--- config.mk ---
export PLATFORM = sky130hd
export DESIGN_NAME = bcd_10_2
export DESIGN_NICKNAME = d
export VERILOG_FILES = /design/src/rtl/bcd_10_2_pkg.sv /design/src/rtl/bcd_10_2_stage.sv /design/src/rtl/bcd_10_2.sv
export SDC_FILE = /design/constraint.sdc
export NUM_CORES = 1
export LEC_CHECK = 0
export CORE_AREA = 2 2 79 59
export CTS_CLUSTER_SIZE = 40
export DETAILED_ROUTE_END_ITERATION = 10
export DIE_AREA = 0 0 81 61
export GPL_TIMING_DRIVEN = 0
export PLACE_DENSITY = 0.77
export RECOVER_POWER = 50
export SLEW_MARGIN = 10
export SYNTH_ARGS = -nofsm -noshare
export SYNTH_HDL_FRONTEND = slang
export SYNTH_SLANG_ARGS = --single-unit
--- constraint.sdc ---
create_clock -name clk -period 2.64 [get_ports clk]
set_input_delay 0.792 -clock clk [delete_from_list [all_inputs] [get_ports clk]]
set_output_delay 0.792 -clock clk [all_outputs]
set_load 0.03 [all_outputs]
--- src/rtl/bcd_10_2_pkg.sv ---
// Shared constants and helpers for the BCD-to-binary converter.
package bcd_pkg;

  // Largest legal value of one BCD digit; anything above marks the word bad.
  localparam int BCD_MAX_DIGIT = 9;
  // Radix of the digit stream.
  localparam int BCD_TEN = 10;
  // Narrowest digit bus that can carry a BCD digit.
  localparam int BCD_MIN_BUS_WIDTH = 4;
  // Widest word supported (10^9 still fits comfortably in 32 bits).
  localparam int BCD_MAX_DIGITS = 9;

  // Number of bits needed to hold every value below 10^numberOfDigits,
  // i.e. ceil(log2(10^numberOfDigits)).
  function automatic int binWidthOf(input int numberOfDigits);
    longint unsigned w_pow;
    int w_bits;
    w_pow = 64'd1;
    for (int i = 0; i < numberOfDigits; i++) begin
      w_pow = w_pow * 64'(BCD_TEN);
    end
    w_bits = 0;
    for (int b = 0; b < 64; b++) begin
      if ((64'd1 << w_bits) < w_pow) begin
        w_bits = w_bits + 1;
      end
    end
    return w_bits;
  endfunction

endpackage

--- src/rtl/bcd_10_2_stage.sv ---
// One Horner step of the BCD-to-binary pipeline: acc_out = acc_in*10 + digit,
// with the word's valid flag and sticky bad-digit flag carried alongside.
module bcd_10_2_stage
  import bcd_pkg::*;
#(
  parameter int busWidth = 4,
  parameter int binWidth = 10
) (
  input  logic                clk,
  input  logic                rst,
  input  logic                en,
  input  logic [binWidth-1:0] i_acc,
  input  logic [busWidth-1:0] i_digit,
  input  logic                i_valid,
  input  logic                i_err,
  output logic [binWidth-1:0] o_acc,
  output logic                o_valid,
  output logic                o_err
);

  logic [binWidth-1:0] w_acc_times_ten;
  logic [binWidth-1:0] w_digit_ext;
  logic [binWidth-1:0] w_acc_next;
  logic                w_digit_bad;

  logic [binWidth-1:0] r_acc;
  logic                r_valid;
  logic                r_err;

  // Multiply by ten as two shifts and an add, then fold in the new digit.
  always_comb begin
    w_acc_times_ten = (i_acc << 3) + (i_acc << 1);
    w_digit_ext     = binWidth'(i_digit);
    w_acc_next      = w_acc_times_ten + w_digit_ext;
    w_digit_bad     = (i_digit > busWidth'(BCD_MAX_DIGIT));
  end

  // Stage register; holds everything when the pipeline is stalled.
  always_ff @(posedge clk or negedge rst) begin
    if (!rst) begin
      r_acc   <= '0;
      r_valid <= 1'b0;
      r_err   <= 1'b0;
    end else if (en) begin
      r_acc   <= w_acc_next;
      r_valid <= i_valid;
      r_err   <= i_err | w_digit_bad;
    end
  end

  assign o_acc   = r_acc;
  assign o_valid = r_valid;
  assign o_err   = r_err;

endmodule

--- src/rtl/bcd_10_2.sv ---
// Pipelined BCD-to-binary converter. One Horner stage per digit, most
// significant digit first; lower digits wait in per-digit delay lines so
// each word's digits meet its own accumulator. Latency = numberOfDigits
// enabled cycles, one word per enabled cycle.
module bcd_10_2
  import bcd_pkg::*;
#(
  parameter  int numberOfDigits = 3,
  parameter  int busWidth       = 4,
  localparam int binWidth       = binWidthOf(numberOfDigits)
) (
  input  logic                                    clk,
  input  logic                                    rst,
  input  logic                                    en,
  input  logic                                    validIn,
  input  logic [numberOfDigits-1:0][busWidth-1:0] digitIn,
  output logic                                    validOut,
  output logic [binWidth-1:0]                     binOut,
  output logic                                    errOut
);

  localparam int LAST = numberOfDigits - 1;

  // Elaboration-time guards on the parameter space.
  if (busWidth < BCD_MIN_BUS_WIDTH) begin : g_bad_bus_width
    $error("bcd_10_2: busWidth must be at least 4");
  end
  if ((numberOfDigits < 1) || (numberOfDigits > BCD_MAX_DIGITS)) begin : g_bad_digit_count
    $error("bcd_10_2: numberOfDigits must be in 1..9");
  end

  // Digit presented to each stage, already aligned with that stage's word.
  logic [busWidth-1:0] w_stage_digit [numberOfDigits];
  // Registered outputs of each stage.
  logic [binWidth-1:0] w_acc   [numberOfDigits];
  logic                w_valid [numberOfDigits];
  logic                w_err   [numberOfDigits];

  genvar gi;

  // The most significant digit enters stage 0 straight from the input.
  assign w_stage_digit[0] = digitIn[LAST];

  // Digit gi is consumed by stage (LAST-gi), so it rides a delay line of
  // exactly that many registers; all of them advance only with en.
  for (gi = 0; gi < numberOfDigits - 1; gi++) begin : g_skew
    localparam int DEPTH = LAST - gi;
    logic [DEPTH-1:0][busWidth-1:0] r_dly;

    // Shift the digit one stage deeper per enabled cycle.
    always_ff @(posedge clk or negedge rst) begin
      if (!rst) begin
        r_dly <= '0;
      end else if (en) begin
        r_dly[0] <= digitIn[gi];
        for (int k = 1; k < DEPTH; k++) begin
          r_dly[k] <= r_dly[k-1];
        end
      end
    end

    assign w_stage_digit[DEPTH] = r_dly[DEPTH-1];
  end

  // Chain of Horner stages; stage 0 starts from a zero accumulator.
  for (gi = 0; gi < numberOfDigits; gi++) begin : g_stage
    logic [binWidth-1:0] w_acc_in;
    logic                w_valid_in;
    logic                w_err_in;

    if (gi == 0) begin : g_head
      assign w_acc_in   = '0;
      assign w_valid_in = validIn;
      assign w_err_in   = 1'b0;
    end else begin : g_body
      assign w_acc_in   = w_acc[gi-1];
      assign w_valid_in = w_valid[gi-1];
      assign w_err_in   = w_err[gi-1];
    end

    bcd_10_2_stage #(
      .busWidth (busWidth),
      .binWidth (binWidth)
    ) u_stage (
      .clk     (clk),
      .rst     (rst),
      .en      (en),
      .i_acc   (w_acc_in),
      .i_digit (w_stage_digit[gi]),
      .i_valid (w_valid_in),
      .i_err   (w_err_in),
      .o_acc   (w_acc[gi]),
      .o_valid (w_valid[gi]),
      .o_err   (w_err[gi])
    );
  end

  // Output masking: bubbles show all-zero, bad words show err with a zero value.
  always_comb begin
    validOut = w_valid[LAST];
    errOut   = w_valid[LAST] & w_err[LAST];
    binOut   = '0;
    if (w_valid[LAST] && !w_err[LAST]) begin
      binOut = w_acc[LAST];
    end
  end

endmodule

==> results.sh, run 1 <==
export IMPL_setup_tns_final_ps=0
export IMPL_grt_use_total_pct=19.7
export IMPL_finClkSkew_ps=4.53
export IMPL_mostFrequentLayoutCell="dfrtp_1"
export IMPL_cap_violations=0
export IMPL_fillers=348
export IMPL_viasPerCell=5.41
export IMPL_cp_endpoint="errOut"
export IMPL_vias=1559
export IMPL_clk_latency_ps=300
export IMPL_pwr_density_cell_mw_per_mm2=857
export IMPL_crit_family="buffers and inverters"
export IMPL_ys_warn_count=0
export IMPL_port_buffers=27
export IMPL_r2r_end="g_stage[2].u_stage.o_acc[9]"
export IMPL_cts_root_buf="clkbuf_8"
export IMPL_grt_pass1_wl_um=7150
export IMPL_ios=28
export IMPL_avgRoutedWirePerCell_um=14.4
export IMPL_cts_setup_buffers=0
export IMPL_ys_types=36
export IMPL_drtIter0Drc=76
export IMPL_hold_slack_ps=485
export IMPL_firstDrtPassIters=4
export IMPL_clk_path_buf_depth=2
export IMPL_setup_ws_ps=275
export IMPL_syn_area_per_cell_um2=11.3
export IMPL_yosysSeqAreaShare_pct=45.1
export IMPL_synth_top_area_cell="dfrtp_1"
export IMPL_worst_r2r_setup_slack_ps=270
export IMPL_worstMarginPinSlew_ps=1240
export IMPL_cp_data_required_time_ps=1850
export IMPL_rsz0062_at_grt="false"
export IMPL_hp_class="reg2reg"
export IMPL_grt_max_degree=29
export IMPL_antenna_found_initial=0
export IMPL_post_place_ws_ps=105
export IMPL_p_leak_uw=0.00139
export IMPL_cts_tree="built"
export IMPL_slowest_stage="clkdlybuf4s50_1"
export IMPL_yosys_top_cells_area="dfrtp_1 45%, ha_1 12%, mux2_2 12%"
export IMPL_crit_reg2reg_launch="g_skew[0].r_dly[7]"
export IMPL_hold_path_depth=2
export IMPL_outcome="complete, no violations"
export IMPL_min_period_ps=2370
export IMPL_dpl_hpwl_um=3150
export IMPL_layout_drive_gt1_share_pct=15.5
export IMPL_arrival_ps=1570
export IMPL_slowest_delay_ps=660
export IMPL_syn_area_mm2=0.00222
export IMPL_drc=0
export IMPL_worst_setup_path_start_kind="flop"
export IMPL_ir_worst_vdd_mv=0.453
export IMPL_gp_congestion=0.832
export IMPL_synth_cells=197
export IMPL_diodes=0
export IMPL_slew_violations=0
export IMPL_dieArea_mm2=0.00494
export IMPL_syn_nets=238
export IMPL_grt_pass1_vias=1521
export IMPL_rows=20
export IMPL_grt_overflow_total=0
export IMPL_timing_final_crit_share_pct=89.6
export IMPL_critPathLaunch="g_stage[2].u_stage.o_err"
export IMPL_hold_viol=0
export IMPL_area_growth_syn_to_layout_pct=20.7
export IMPL_cts_buffers=5
export IMPL_crit_fanout=3
export IMPL_synth_seq_cells=40
export IMPL_clk_pin_slew_worst_paths_ps=70
export IMPL_final_cell_mix="40 x dfrtp_1, 23 x mux2_2, 21 x ha_1, 17 x inv_1, 15 x clkdlybuf4s50_1"
export IMPL_cts_num_sinks=40
export IMPL_path_cells="and2_1 > clkdlybuf4s50_1"
export IMPL_initial_core_util_pct=53.5
export IMPL_htreeDepth=2
export IMPL_end_kind="output pin"
export IMPL_totalWireLength_um=4150
export IMPL_die_w_um=81
export IMPL_critPathKind="reg2out"
export IMPL_ant_nets=0
export IMPL_die_height_um=61
export IMPL_rr_worst_depth=8
export IMPL_fin_nets=273
export IMPL_synth_top_area_share_pct=45.1
export IMPL_fmax_ghz=0.423
export IMPL_finalSetupViolCount=0
export IMPL_maxSlewHeadroom_pct=17.5
export IMPL_path_depth=2
export IMPL_path_buf_inv=1
export IMPL_core_area_mm2=0.00415
cells in the mapped netlist, drive strengths merged:
library cell	n
fa	4
nor2b	2
xnor2	4
clkbuf	1
nand4	1
nor4	2
mux2	23
o21bai	3
ha	21
inv	18
a22oi	1
a311oi	1
a31oi	3
a21oi	6
or4	1
o311ai	1
o21ai	13
nand4b	1
and3	1
buf	5
o22ai	2
xor2	1
a21o	5
nand3b	1
dfrtp	40
o31ai	3
nand2	10
nor2	4
and2	11
o211ai	2
a211oi	4
nand3	2
through the flow:
stage	area, µm²	utilization [%]	cells	power [µW]
finish	2680	64.5	288	2300
global route	2680	64.5	288	2490
CTS	2670	64.2	288	2310
detailed placement	2570	62.0	280	1900
global placement	2560	61.6	279	1860
floorplan	2220	-	197	1630
repair_timing:
action,4_1_cts,5_1_grt
hold buffers,0,0
gates resized for setup,2,10
endpoints found under the setup margin,10,10
kinds of logic (layout without fill, tap and decap cells):
logic type / count (synthesis) / count (layout) / share of synthesized area (%)
compound gates: 44 / 44 / 12.8
xor+xnor: 5 / 5 / 1.97
fa+ha+maj: 25 / 25 / 15.4
buf+inv: 24 / 60 / 4.34
flops: 40 / 40 / 45.1
mux: 23 / 23 / 11.7
simple gates: 36 / 36 / 8.68
power by group:
group | internal, µW | switching [µW]
Clock | 189 | 210
Combinational | 484 | 556
Sequential | 763 | 95.6
flip-flops by register name, summed over array words and instances (netlist names):
register	count
g_skew.r_dly	12
g_stage.u_stage.o_err	3
g_stage.u_stage.o_valid	3
g_stage.u_stage.o_acc	22
how the worst min path moves through the flow:
stage                          startpoint                          end  slack [ps]
6_report               g_skew[0].r_dly[3]           g_skew[0].r_dly[7]         480
4_1_cts                               rst   g_stage[0].u_stage.o_valid         380
3_5_place_dp           g_skew[0].r_dly[3]           g_skew[0].r_dly[7]         470
5_1_grt        g_stage[1].u_stage.o_valid   g_stage[2].u_stage.o_valid         520
2_1_floorplan          g_skew[1].r_dly[0]  g_stage[1].u_stage.o_acc[0]         450
3_3_place_gp           g_skew[0].r_dly[3]           g_skew[0].r_dly[7]         460
cell type report:
type                            instances  area [µm²]  share of cell area, %
Clock inverter                          1        8.76                  0.327
Multi-Input combinational cell        133        1130                   42.2
Sequential cell                        40        1000                   37.3
Tap cell                               55        68.8                   2.57
Inverter                               18        67.6                   2.52
Buffer                                  6        26.3                  0.980
Timing Repair Buffer                   28         302                   11.2
Clock buffer                            7        76.3                   2.85
per-layer routing:
layer / GRT usage [%] / vias to the layer above / share of wire (%)
li1: - / 767 / -
met1: 26.7 / 745 / 50
met2: 31.1 / 42 / 44
met3: 5.06 / 5 / 4.7
met4: 7.26 / 0 / 1.4
met5: 0 / - / 0
worst reg2reg max path, stage by stage, from the launching register on:
cell and delay [ps]:
dfrtp_1 350, inv_1 70, fa_1 540, inv_1 70
ha_1 320, a211oi_2 310, o31ai_1 150, or4_1 400
nand3_1 80
(Power assumes the default switching activity.)
==> run 2: changes to the inputs <==
--- a/config.mk
+++ b/config.mk
@@ -5,6 +5,7 @@
 export SDC_FILE = /design/constraint.sdc
 export NUM_CORES = 1
 export LEC_CHECK = 0
+export CAP_MARGIN = 20
 export CORE_AREA = 2 2 79 59
 export CTS_CLUSTER_SIZE = 40
 export DETAILED_ROUTE_END_ITERATION = 10
==> results of run 2 <==
Same layout as run 1: the final DEF is identical, and so are final timing and power.
==> run 3: changes to the inputs <==
--- a/config.mk
+++ b/config.mk
@@ -6,10 +6,10 @@
 export NUM_CORES = 1
 export LEC_CHECK = 0
 export CAP_MARGIN = 20
-export CORE_AREA = 2 2 79 59
+export CORE_AREA = 2 2 67 69
 export CTS_CLUSTER_SIZE = 40
 export DETAILED_ROUTE_END_ITERATION = 10
-export DIE_AREA = 0 0 81 61
+export DIE_AREA = 0 0 69 71
 export GPL_TIMING_DRIVEN = 0
 export PLACE_DENSITY = 0.77
 export RECOVER_POWER = 50
==> constraint.sdc (replaced) <==
create_clock -name clk -period 2.64 [get_ports clk]
set_input_delay 0.528 -clock clk [delete_from_list [all_inputs] [get_ports clk]]
set_output_delay 0.528 -clock clk [all_outputs]
set_load 0.03 [all_outputs]
==> results.sh, run 3 (same netlist as run 1, synthesis figures left out) <==
export IMPL_cts_setup_buffers=0
export IMPL_intPower_uw=1530
export IMPL_layout_drive_gt1_share_pct=16.3
export IMPL_cts_num_sinks=40
export IMPL_slowest_stage="clkdlybuf4s50_1"
export IMPL_postLayoutCoreUtil_pct=63.4
export IMPL_rsz0062_at_grt="false"
export IMPL_viasPerCell=5.41
export IMPL_initial_core_util_pct=52.8
export IMPL_path_cells="nor2b_2 > and2_1 > clkdlybuf4s50_1"
export IMPL_final_cell_mix="40 x dfrtp_1, 25 x clkdlybuf4s50_1, 23 x mux2_2, 21 x ha_1, 17 x inv_1"
export IMPL_combinationalPowerShare_pct=43.4
export IMPL_p_leak_uw=0.00121
export IMPL_cap_violations=1
export IMPL_cts_root_buf="clkbuf_8"
export IMPL_wl_met3_um=144
export IMPL_hp_class="in2async"
export IMPL_finClkSkew_ps=6.22
export IMPL_min_period_ps=2370
export IMPL_clk_latency_ps=290
export IMPL_fin_nets=273
export IMPL_outcome="complete, but fails checks"
export IMPL_grt_pass1_wl_um=6990
export IMPL_grt_pass1_vias=1582
export IMPL_firstDrtPassIters=4
export IMPL_critPathKind="reg2out"
export IMPL_hold_buffers=0
export IMPL_post_route_cell_area_mm2=0.00267
export IMPL_dpl_cell_area_mm2=0.00257
export IMPL_crit_fanout=10
export IMPL_finalSetupViolCount=0
export IMPL_ir_worst_vdd_mv=0.420
export IMPL_grt_use_total_pct=18.1
export IMPL_totalWireLength_um=3910
export IMPL_dpl_hpwl_um=3000
export IMPL_die_w_um=69
export IMPL_avgRoutedWirePerCell_um=13.7
export IMPL_end_kind="output pin"
export IMPL_clk_path_buf_depth=2
export IMPL_clock_power_share_pct=20.8
export IMPL_grt_overflow_total=0
export IMPL_mostFrequentLayoutCell="dfrtp_1"
export IMPL_fillers=360
export IMPL_area_growth_syn_to_layout_pct=20.0
export IMPL_wl_met2_um=1990
export IMPL_hold_slack_ps=213
export IMPL_port_buffers=27
export IMPL_core_area_mm2=0.00420
export IMPL_cp_data_required_time_ps=2110
export IMPL_p_switching_uw=849
export IMPL_p_seq_share_pct=35.8
export IMPL_cts_buffers=5
export IMPL_htreeDepth=2
export IMPL_seqCellArea_mm2=0.00100
export IMPL_top_layer="met4"
export IMPL_setup_tns_final_ps=0
export IMPL_worstMarginPinSlew_ps=1540
export IMPL_vias=1543
export IMPL_rows=24
export IMPL_gp_congestion=0.827
export IMPL_timing_final_crit_share_pct=89.8
export IMPL_maxSlewHeadroom_pct=-2.37
export IMPL_drtIter0Drc=84
export IMPL_largest_reg_flops=22
export IMPL_multiInputGateArea_mm2=0.00113
export IMPL_die_height_um=71
export IMPL_diodes=0
export IMPL_grt_max_degree=30
export IMPL_ant_nets=0
export IMPL_slew_violations=30
export IMPL_slowest_delay_ps=660
export IMPL_worst_setup_path_start_kind="flop"
export IMPL_cts_tree="built"
export IMPL_crit_family="buffers and inverters"
export IMPL_pwr_density_cell_mw_per_mm2=892
export IMPL_drc=0
export IMPL_dieArea_mm2=0.00490
export IMPL_wl_met1_um=1750
export IMPL_path_buf_inv=1
export IMPL_arrival_ps=1840
export IMPL_fmax_ghz=0.422
export IMPL_ios=28
export IMPL_antenna_found_initial=0
export IMPL_hold_viol=0
export IMPL_p_sw_share_pct=35.7
export IMPL_violations="max-capacitance violations, max-slew violations"
export IMPL_cts_resized=0
export IMPL_clk_pin_slew_worst_paths_ps=80
## run 3: routing by layer
metal  vias up  global-route usage [%]
li1        768                       -
met1       744                    21.6
met2        27                    31.2
met3         4                    5.41
met4         0                    6.54
met5         -                       0
## run 3: power by group through the flow
stage          registers, µW  logic (µW)  clock network (µW)
6_report                 851        1030                 495
5_1_grt                  873        1170                 534
4_1_cts                  853        1040                 511
3_5_place_dp             865        1040                   0
3_3_place_gp             859         999                   0
2_1_floorplan            841         794                   0
## run 3: layout make-up
| type | instances | area share (%) |
|---|---|---|
| Clock inverter | 3 | 1.60 |
| Buffer | 6 | 0.986 |
| Timing Repair Buffer | 28 | 10.0 |
| Multi-Input combinational cell | 133 | 42.3 |
| Sequential cell | 40 | 37.6 |
| Tap cell | 52 | 2.44 |
| Clock buffer | 5 | 2.58 |
| Inverter | 18 | 2.54 |
## run 3: per-stage QoR
stage / power [µW] / instances / setup slack (ps)
6_report: 2380 / 285 / 270
5_1_grt: 2580 / 285 / 114
4_1_cts: 2410 / 285 / 55.6
3_5_place_dp: 1900 / 277 / 327
3_3_place_gp: 1860 / 276 / 68.1
2_1_floorplan: 1630 / 197 / 463
## run 3: path summary, 6_finish.rpt
kind	start	endpoint	slack, ps	cells after the start
setup / recovery	g_stage[2].u_stage.o_err	binOut[0]	270	3
hold / removal	rst	g_skew[1].r_dly[0]	210	1
setup reg to reg	g_skew[0].r_dly[7]	g_stage[2].u_stage.o_acc[9]	300	8
hold reg to reg	g_skew[1].r_dly[0]	g_stage[1].u_stage.o_acc[0]	490	2
max in group asynchronous	rst	g_stage[2].u_stage.o_acc[6]	590	2
min in group clk	g_skew[1].r_dly[0]	g_stage[1].u_stage.o_acc[0]	490	2
